`config.mk`:
```
export PLATFORM = sky130hd
export DESIGN_NAME = wb_stage
export DESIGN_NICKNAME = d
export VERILOG_FILES = /design/src/rtl/wb_stage_pkg.sv /design/src/rtl/wb_stage_cp0_regs.sv /design/src/rtl/wb_stage.sv
export SDC_FILE = /design/constraint.sdc
export NUM_CORES = 1
export LEC_CHECK = 0
export ABC_AREA = 1
export CAP_MARGIN = 10
export CORE_UTILIZATION = 32
export DETAILED_ROUTE_END_ITERATION = 16
export DONT_BUFFER_PORTS = 1
export GPL_ROUTABILITY_DRIVEN = 1
export SYNTH_ARGS = -nofsm -noshare
export SYNTH_HDL_FRONTEND = slang
export SYNTH_HIERARCHICAL = 1
export SYNTH_SLANG_ARGS = --single-unit
```
`constraint.sdc`:
```
create_clock -name clk -period 2.25 [get_ports clk]
set_input_delay 0.45 -clock clk [delete_from_list [all_inputs] [get_ports clk]]
set_output_delay 0.45 -clock clk [all_outputs]
set_load 0.005 [all_outputs]
```
`src/rtl/wb_stage_pkg.sv`:
```
// Shared definitions for the write-back stage: bus widths, CP0 register
// addresses, exception codes and the memory-to-write-back bus layout.
package wb_stage_pkg;

  localparam int MS_TO_WS_BUS_WD   = 124;
  localparam int WS_FWD_BLK_BUS_WD = 41;

  // CP0 register addresses encoded as {rd, sel}
  localparam logic [7:0] CP0_STATUS   = 8'h60;
  localparam logic [7:0] CP0_CAUSE    = 8'h68;
  localparam logic [7:0] CP0_EPC      = 8'h70;
  localparam logic [7:0] CP0_BADVADDR = 8'h40;
  localparam logic [7:0] CP0_COUNT    = 8'h48;
  localparam logic [7:0] CP0_COMPARE  = 8'h58;

  // Exception codes
  localparam logic [4:0] EXC_INT  = 5'd0;
  localparam logic [4:0] EXC_ADEL = 5'd4;
  localparam logic [4:0] EXC_ADES = 5'd5;
  localparam logic [4:0] EXC_SYS  = 5'd8;
  localparam logic [4:0] EXC_BP   = 5'd9;
  localparam logic [4:0] EXC_RI   = 5'd10;
  localparam logic [4:0] EXC_OV   = 5'd12;

  // Memory stage to write-back stage bus, MSB first
  typedef struct packed {
    logic [4:0]  excode;
    logic [31:0] badvaddr;
    logic [7:0]  cp0_addr;
    logic        ex;
    logic        bd;
    logic        eret;
    logic        syscall;
    logic        mfc0;
    logic        mtc0;
    logic [3:0]  gr_strb;
    logic [4:0]  dest;
    logic [31:0] result;
    logic [31:0] pc;
  } ms_to_ws_t;

  // Address-error exceptions are the only ones that capture BadVAddr
  function automatic logic is_addr_exc(input logic [4:0] code);
    return (code == EXC_ADEL) || (code == EXC_ADES);
  endfunction

endpackage

```
`src/rtl/wb_stage_cp0_regs.sv`:
```
// CP0 register set: Status, Cause, EPC, BadVAddr, Count, Compare.
// Handles mtc0 writes, exception/eret commit updates, the Count/Compare
// timer interrupt and the mfc0 read mux.
module cp0_regs
  import wb_stage_pkg::*;
#(
  parameter int INT_WIDTH = 6
) (
  input  logic                 clk,
  input  logic                 reset,
  input  logic                 mtc0_we_i,
  input  logic [7:0]           addr_i,
  input  logic [31:0]          wdata_i,
  output logic [31:0]          rdata_o,
  input  logic                 ex_i,
  input  logic [4:0]           excode_i,
  input  logic                 bd_i,
  input  logic [31:0]          pc_i,
  input  logic [31:0]          badvaddr_i,
  input  logic                 eret_i,
  input  logic [INT_WIDTH-1:0] ext_int_i,
  output logic [31:0]          epc_o,
  output logic                 int_pending_o
);

  logic [7:0]  im_q, im_d;
  logic        exl_q, exl_d;
  logic        ie_q, ie_d;
  logic        bd_q, bd_d;
  logic        ti_q, ti_d;
  logic [5:0]  ip_hw_q, ip_hw_d;
  logic [1:0]  ip_sw_q, ip_sw_d;
  logic [4:0]  exccode_q, exccode_d;
  logic [31:0] epc_q, epc_d;
  logic [31:0] badvaddr_q, badvaddr_d;
  logic [31:0] count_q, count_d;
  logic [31:0] compare_q, compare_d;
  logic        tick_q, tick_d;

  logic [7:0]  ip;
  logic [31:0] status_rd;
  logic [31:0] cause_rd;

  // Assemble architectural views of Status and Cause
  always_comb begin
    ip        = {ip_hw_q[5] | ti_q, ip_hw_q[4:0], ip_sw_q};
    status_rd = {9'd0, 1'b1, 6'd0, im_q, 6'd0, exl_q, ie_q};
    cause_rd  = {bd_q, ti_q, 14'd0, ip, 1'b0, exccode_q, 2'b00};
  end

  // mfc0 read mux; unimplemented addresses read as zero
  always_comb begin
    rdata_o = '0;
    case (addr_i)
      CP0_STATUS:   rdata_o = status_rd;
      CP0_CAUSE:    rdata_o = cause_rd;
      CP0_EPC:      rdata_o = epc_q;
      CP0_BADVADDR: rdata_o = badvaddr_q;
      CP0_COUNT:    rdata_o = count_q;
      CP0_COMPARE:  rdata_o = compare_q;
      default:      rdata_o = '0;
    endcase
  end

  // Next-state: mtc0 first, then eret, then exception so commit events win
  always_comb begin
    im_d       = im_q;
    exl_d      = exl_q;
    ie_d       = ie_q;
    bd_d       = bd_q;
    ip_sw_d    = ip_sw_q;
    exccode_d  = exccode_q;
    epc_d      = epc_q;
    badvaddr_d = badvaddr_q;
    compare_d  = compare_q;
    tick_d     = ~tick_q;
    ip_hw_d    = 6'(ext_int_i);
    count_d    = tick_q ? count_q + 32'd1 : count_q;
    ti_d       = ti_q | (count_q == compare_q);

    if (mtc0_we_i) begin
      case (addr_i)
        CP0_STATUS: begin
          im_d  = wdata_i[15:8];
          exl_d = wdata_i[1];
          ie_d  = wdata_i[0];
        end
        CP0_CAUSE:   ip_sw_d = wdata_i[9:8];
        CP0_EPC:     epc_d   = wdata_i;
        CP0_COUNT:   count_d = wdata_i;
        CP0_COMPARE: begin
          compare_d = wdata_i;
          ti_d      = 1'b0;
        end
        default: ;
      endcase
    end

    if (eret_i) begin
      exl_d = 1'b0;
    end

    if (ex_i) begin
      exl_d     = 1'b1;
      exccode_d = excode_i;
      if (!exl_q) begin
        epc_d = bd_i ? pc_i - 32'd4 : pc_i;
        bd_d  = bd_i;
      end
      if (is_addr_exc(excode_i)) begin
        badvaddr_d = badvaddr_i;
      end
    end
  end

  // CP0 state registers with synchronous reset
  always_ff @(posedge clk) begin
    if (reset) begin
      im_q       <= '0;
      exl_q      <= 1'b0;
      ie_q       <= 1'b0;
      bd_q       <= 1'b0;
      ti_q       <= 1'b0;
      ip_hw_q    <= '0;
      ip_sw_q    <= '0;
      exccode_q  <= '0;
      epc_q      <= '0;
      badvaddr_q <= '0;
      count_q    <= '0;
      compare_q  <= '0;
      tick_q     <= 1'b0;
    end else begin
      im_q       <= im_d;
      exl_q      <= exl_d;
      ie_q       <= ie_d;
      bd_q       <= bd_d;
      ti_q       <= ti_d;
      ip_hw_q    <= ip_hw_d;
      ip_sw_q    <= ip_sw_d;
      exccode_q  <= exccode_d;
      epc_q      <= epc_d;
      badvaddr_q <= badvaddr_d;
      count_q    <= count_d;
      compare_q  <= compare_d;
      tick_q     <= tick_d;
    end
  end

  // Status-visible outputs
  always_comb begin
    epc_o         = epc_q;
    int_pending_o = (|(ip & im_q)) & ie_q & ~exl_q;
  end

endmodule

```
`src/rtl/wb_stage.sv`:
```
// Write-back stage: pipeline register, register-file commit, forward bus,
// debug trace and exception/eret flush with redirect PC.
module wb_stage
  import wb_stage_pkg::*;
#(
  parameter logic [31:0] EX_ENTRY  = 32'hBFC0_0380,
  parameter int          INT_WIDTH = 6
) (
  input  logic                         clk,
  input  logic                         reset,
  input  logic                         ms_to_ws_valid,
  input  logic [MS_TO_WS_BUS_WD-1:0]   ms_to_ws_bus,
  output logic                         ws_allowin,
  input  logic [INT_WIDTH-1:0]         ext_int_in,
  output logic [3:0]                   rf_we,
  output logic [4:0]                   rf_waddr,
  output logic [31:0]                  rf_wdata,
  output logic [WS_FWD_BLK_BUS_WD-1:0] ws_fwd_blk_bus,
  output logic                         ws_inst_mfc0_o,
  output logic                         ws_ex,
  output logic                         ws_eret,
  output logic [31:0]                  ws_redirect_pc,
  output logic                         ws_int_pending,
  output logic [31:0]                  debug_wb_pc,
  output logic [3:0]                   debug_wb_rf_wen,
  output logic [4:0]                   debug_wb_rf_wnum,
  output logic [31:0]                  debug_wb_rf_wdata
);

  logic      ws_valid_q, ws_valid_d;
  ms_to_ws_t bus_q, bus_d;
  logic      ready_go;
  logic      commit;
  logic      cp0_we;
  logic      ex_commit;
  logic      eret_commit;
  logic [31:0] cp0_rdata;
  logic [31:0] cp0_epc;
  logic      unused_syscall;

  // Handshake and pipeline-register next state
  always_comb begin
    ready_go   = 1'b1;
    ws_allowin = ~ws_valid_q | ready_go;
    ws_valid_d = ws_allowin ? ms_to_ws_valid : ws_valid_q;
    bus_d      = (ms_to_ws_valid & ws_allowin) ? ms_to_ws_t'(ms_to_ws_bus) : bus_q;
  end

  // Pipeline register
  always_ff @(posedge clk) begin
    if (reset) begin
      ws_valid_q <= 1'b0;
      bus_q      <= '0;
    end else begin
      ws_valid_q <= ws_valid_d;
      bus_q      <= bus_d;
    end
  end

  // Commit qualifiers; reset gates commit so an in-flight instruction is dropped
  always_comb begin
    commit         = ws_valid_q & ~reset;
    ex_commit      = commit & bus_q.ex;
    eret_commit    = commit & bus_q.eret & ~bus_q.ex;
    cp0_we         = commit & bus_q.mtc0 & ~bus_q.ex;
    unused_syscall = bus_q.syscall;
  end

  cp0_regs #(
    .INT_WIDTH(INT_WIDTH)
  ) u_cp0 (
    .clk          (clk),
    .reset        (reset),
    .mtc0_we_i    (cp0_we),
    .addr_i       (bus_q.cp0_addr),
    .wdata_i      (bus_q.result),
    .rdata_o      (cp0_rdata),
    .ex_i         (ex_commit),
    .excode_i     (bus_q.excode),
    .bd_i         (bus_q.bd),
    .pc_i         (bus_q.pc),
    .badvaddr_i   (bus_q.badvaddr),
    .eret_i       (eret_commit),
    .ext_int_i    (ext_int_in),
    .epc_o        (cp0_epc),
    .int_pending_o(ws_int_pending)
  );

  // Register-file, forward, flush and trace outputs
  always_comb begin
    rf_we             = {4{commit & ~bus_q.ex}} & bus_q.gr_strb;
    rf_waddr          = bus_q.dest;
    rf_wdata          = bus_q.mfc0 ? cp0_rdata : bus_q.result;
    ws_fwd_blk_bus    = {rf_we, rf_waddr, rf_wdata};
    ws_inst_mfc0_o    = commit & bus_q.mfc0;
    ws_ex             = ex_commit;
    ws_eret           = eret_commit;
    ws_redirect_pc    = ex_commit ? EX_ENTRY : cp0_epc;
    debug_wb_pc       = bus_q.pc;
    debug_wb_rf_wen   = rf_we;
    debug_wb_rf_wnum  = rf_waddr;
    debug_wb_rf_wdata = rf_wdata;
  end

endmodule
```
==> reports/summary.txt <==
Status -> finished with violations
Failing checks -> setup timing
Crit path max-delay family -> simple AND/OR/NAND/NOR gates
DR pass1 iterations -> 7
WL final -> 59.1 mm
Post-Syn Instances -> 2573
Residual DRC count -> 0
Via count -> 15.4k
Number of diodes -> 0
Pre-CTS setup slack -> -0.0535 ns
GRT Overall Usage -> 23.2%
Post-synth EDFFs -> 0
Die Y -> 224 um
DRT antenna net count -> 0
Root buffer cell -> clkbuf_16
Initial Util -> 32.7%
Slew Viols, Final -> 0
Avg WL per Cell -> 18.5 um
Clock Tree Buf Depth -> 3
Post-synth top cells -> nand2_1 (752), nor2_1 (474), inv_1 (352)
Placer's final routability congestion estimate -> 0.988
Worst Path Required -> 1.80 ns
Syn nets -> 2708
Total grt overflow -> 0
Die ar. -> 0.0500 sq mm
Share of the synthesized area in the top cell type -> 35.4%
Critical Path AT -> 2.21 ns
Most used DFF post-synth -> dfxtp_1
Unique masters post-synth -> 38
Slowest stage cell, crit path -> dfxtp_2
Vias per Instance -> 4.83
Worst vdd ir -> 459 uV
Skew-Pair Late Insertion Delay -> 0.56 ns
Num ports -> 325
TritonCTS clock tree -> built
CP Buf/Inv Count -> 5
Share of cells above drive strength 1 -> 14.2%
# fillers -> 5157
Worst clock skew -> 0.0305 ns
Post-DP HPWL -> 44.3 mm
Ys async rst share -> 0%
Largest net degree at the start of global routing -> 248
Min-delay worst type -> in2reg
Setup TNS -> -31.95 ns
CP Class -> reg2out
Number of global-route vias before repair -> 14.5k
Register area share after synthesis -> 35.4%
Htree depth -> 2
Mapped cell area -> 0.0157 sq mm
Worst Tran Pin Value -> 0.774 ns
Antenna violations before repair -> 1
Fin crit period -> 2.66 ns
Final setup violation count -> 96
PnR worst setup slack -> -0.406 ns
Layout Area Growth over Synthesis -> 17.0%
Die width -> 224 um
Core box area -> 0.0481 sq mm
CP most frequent cell -> buf_12
CP Launch Type -> register
Clock transition at path regs -> 0.06 ns
Total Power -> 12.4 mW
Total CTS buffers -> 34
Fin crit share -> 118%
Nets -> 2639
Starting DRT DRC Count -> 1325
Mean Syn Cell Area -> 6.11 sq um
Area contributors post-synth -> dfxtp_1 (35%), nand2_1 (18%), nor2_1 (11%)
PwrDens -> 672 mW/mm^2
CP endpoint kind -> output port
Crit Path Max Fanout -> 7
CTS Sinks -> 278
Hold Vio Cnt, Final -> 0
Pleak -> 9.05 nW
Yosys reg bits -> 278
Cell taking the most area after synthesis -> dfxtp_1
Util after Layout -> 38.2%
Library cell with the highest instance count after synthesis -> nand2_1
Hold slack -> 0.0228 ns
RSZ-0062 raised after global routing -> yes
Max-cap check violation count -> 0
Peak Freq -> 0.376 GHz
Port bufs -> 0
# rows -> 80
Max incr delay on CP -> 0.32 ns
First-pass GRT wire length -> 87.8 mm
Worst slew margin -> 48.2%
CP cell instances -> buf_4 > nor3_4 > buf_12 > nand2_8 > clkinv_8 > buf_12 > nand2_4 > nand2_4 > a21oi_2 > nand3_1 > nand2_1 > nand2_2 > buf_12
Yosys warnings -> 6
logic make-up after synthesis:
group	Yosys count	synth area share [%]
AO/OA/AOI/OAI	288	9.78
adder cells (fa/ha/maj)	2	0.159
XOR/XNOR	42	2.34
buffers and inverters	596	18.1
AND/OR/NAND/NOR	1366	34.2
flip-flops	278	35.4
other	1	0.0238
per-layer routing:
metal  GRT usage, %  part of all wire [%]  vias up  wire length, um
met3           4.71                   6.8      129             4000
met5              0                 0.012        -                7
met4           11.6                   5.2        2             3060
met1           29.3                    42     7150            24900
met2           37.4                    46      538            27100
li1               -                     -     7567                -
per-stage QoR:
step,cells,instance area (sq um)
6_report,3186,18400
3_5_place_dp,3093,16000
3_3_place_gp,3093,16000
2_1_floorplan,2573,15700
4_1_cts,3176,17900
5_1_grt,3186,18400
final timing paths:
check	slack, ns	depth (start not counted)	end	start
worst max-delay path	-0.41	13	ws_fwd_blk_bus[30]	bus_q[82]
worst min-delay path	0.02	2	u_cp0/ip_hw_q[2]	ext_int_in[2]
worst max register to register	0.15	11	u_cp0/count_q[31]	bus_q[80]
worst min register to register	0.47	2	bus_q[72]	bus_q[72]
registers in the layout, summed over array words and instances (netlist names), 6 cells and up:
register          cells
bus_q                86
u_cp0/ip_hw_q         6
u_cp0/compare_q      32
u_cp0/epc_o          32
debug_wb_pc          32
u_cp0/count_q        32
u_cp0/badvaddr_q     32
u_cp0/im_q            8
report_power, final:
part / internal (mW) / switching (mW) / leakage [nW] / total [mW]
sequential: 5.11 / 0.237 / 2.28 / 5.35
combinational: 0.416 / 0.749 / 6.18 / 1.17
clock: 3.64 / 2.22 / 0.588 / 5.86
total: 9.17 / 3.21 / 9.05 / 12.4
cells in the final DEF (no fill, tap or decap), types with 7 or more instances in the layout:
| cell | Yosys | final |
|---|---|---|
| nand2_1 | 752 | 665 |
| nor2_1 | 474 | 463 |
| inv_1 | 352 | 342 |
| dfxtp_1 | 278 | 271 |
| o21ai_0 | 150 | 140 |
| a21oi_1 | 103 | 90 |
| nand3_1 | 88 | 84 |
| buf_4 | 142 | 74 |
| nand2_2 | 1 | 66 |
| clkbuf_16 | 0 | 38 |
| xnor2_1 | 30 | 30 |
| buf_6 | 1 | 25 |
| nand4_1 | 24 | 24 |
| buf_12 | 0 | 21 |
| nand2_4 | 0 | 19 |
| o2111ai_2 | 0 | 13 |
| xor2_1 | 12 | 12 |
| a21oi_2 | 0 | 11 |
| nor2_2 | 6 | 11 |
| inv_2 | 6 | 10 |
| clkbuf_8 | 0 | 9 |
| nor2_4 | 2 | 8 |
| dfxtp_2 | 0 | 7 |
| clkbuf_1 | 34 | 7 |
| nor3_1 | 8 | 7 |
final cells by class:
type                       count  area (sq um)  share of cell area, %
tap                          656           821                   4.46
clock inverter                 9           129                  0.700
multi-input combinational   1699          7980                   43.3
clock buffer                  53          1080                   5.85
sequential                   278          5570                   30.3
inverter                     359          1390                   7.53
timing repair buffer         132          1440                   7.84
repair_timing:
item	CTS	global route
buffers inserted	13	11
gates cloned	4	1
setup endpoints to repair	96	99
resized for setup	150	104
endpoints found under the hold margin	8	0
pin swaps	48	72
hold buffers	6	0
(Power assumes the default switching activity.)
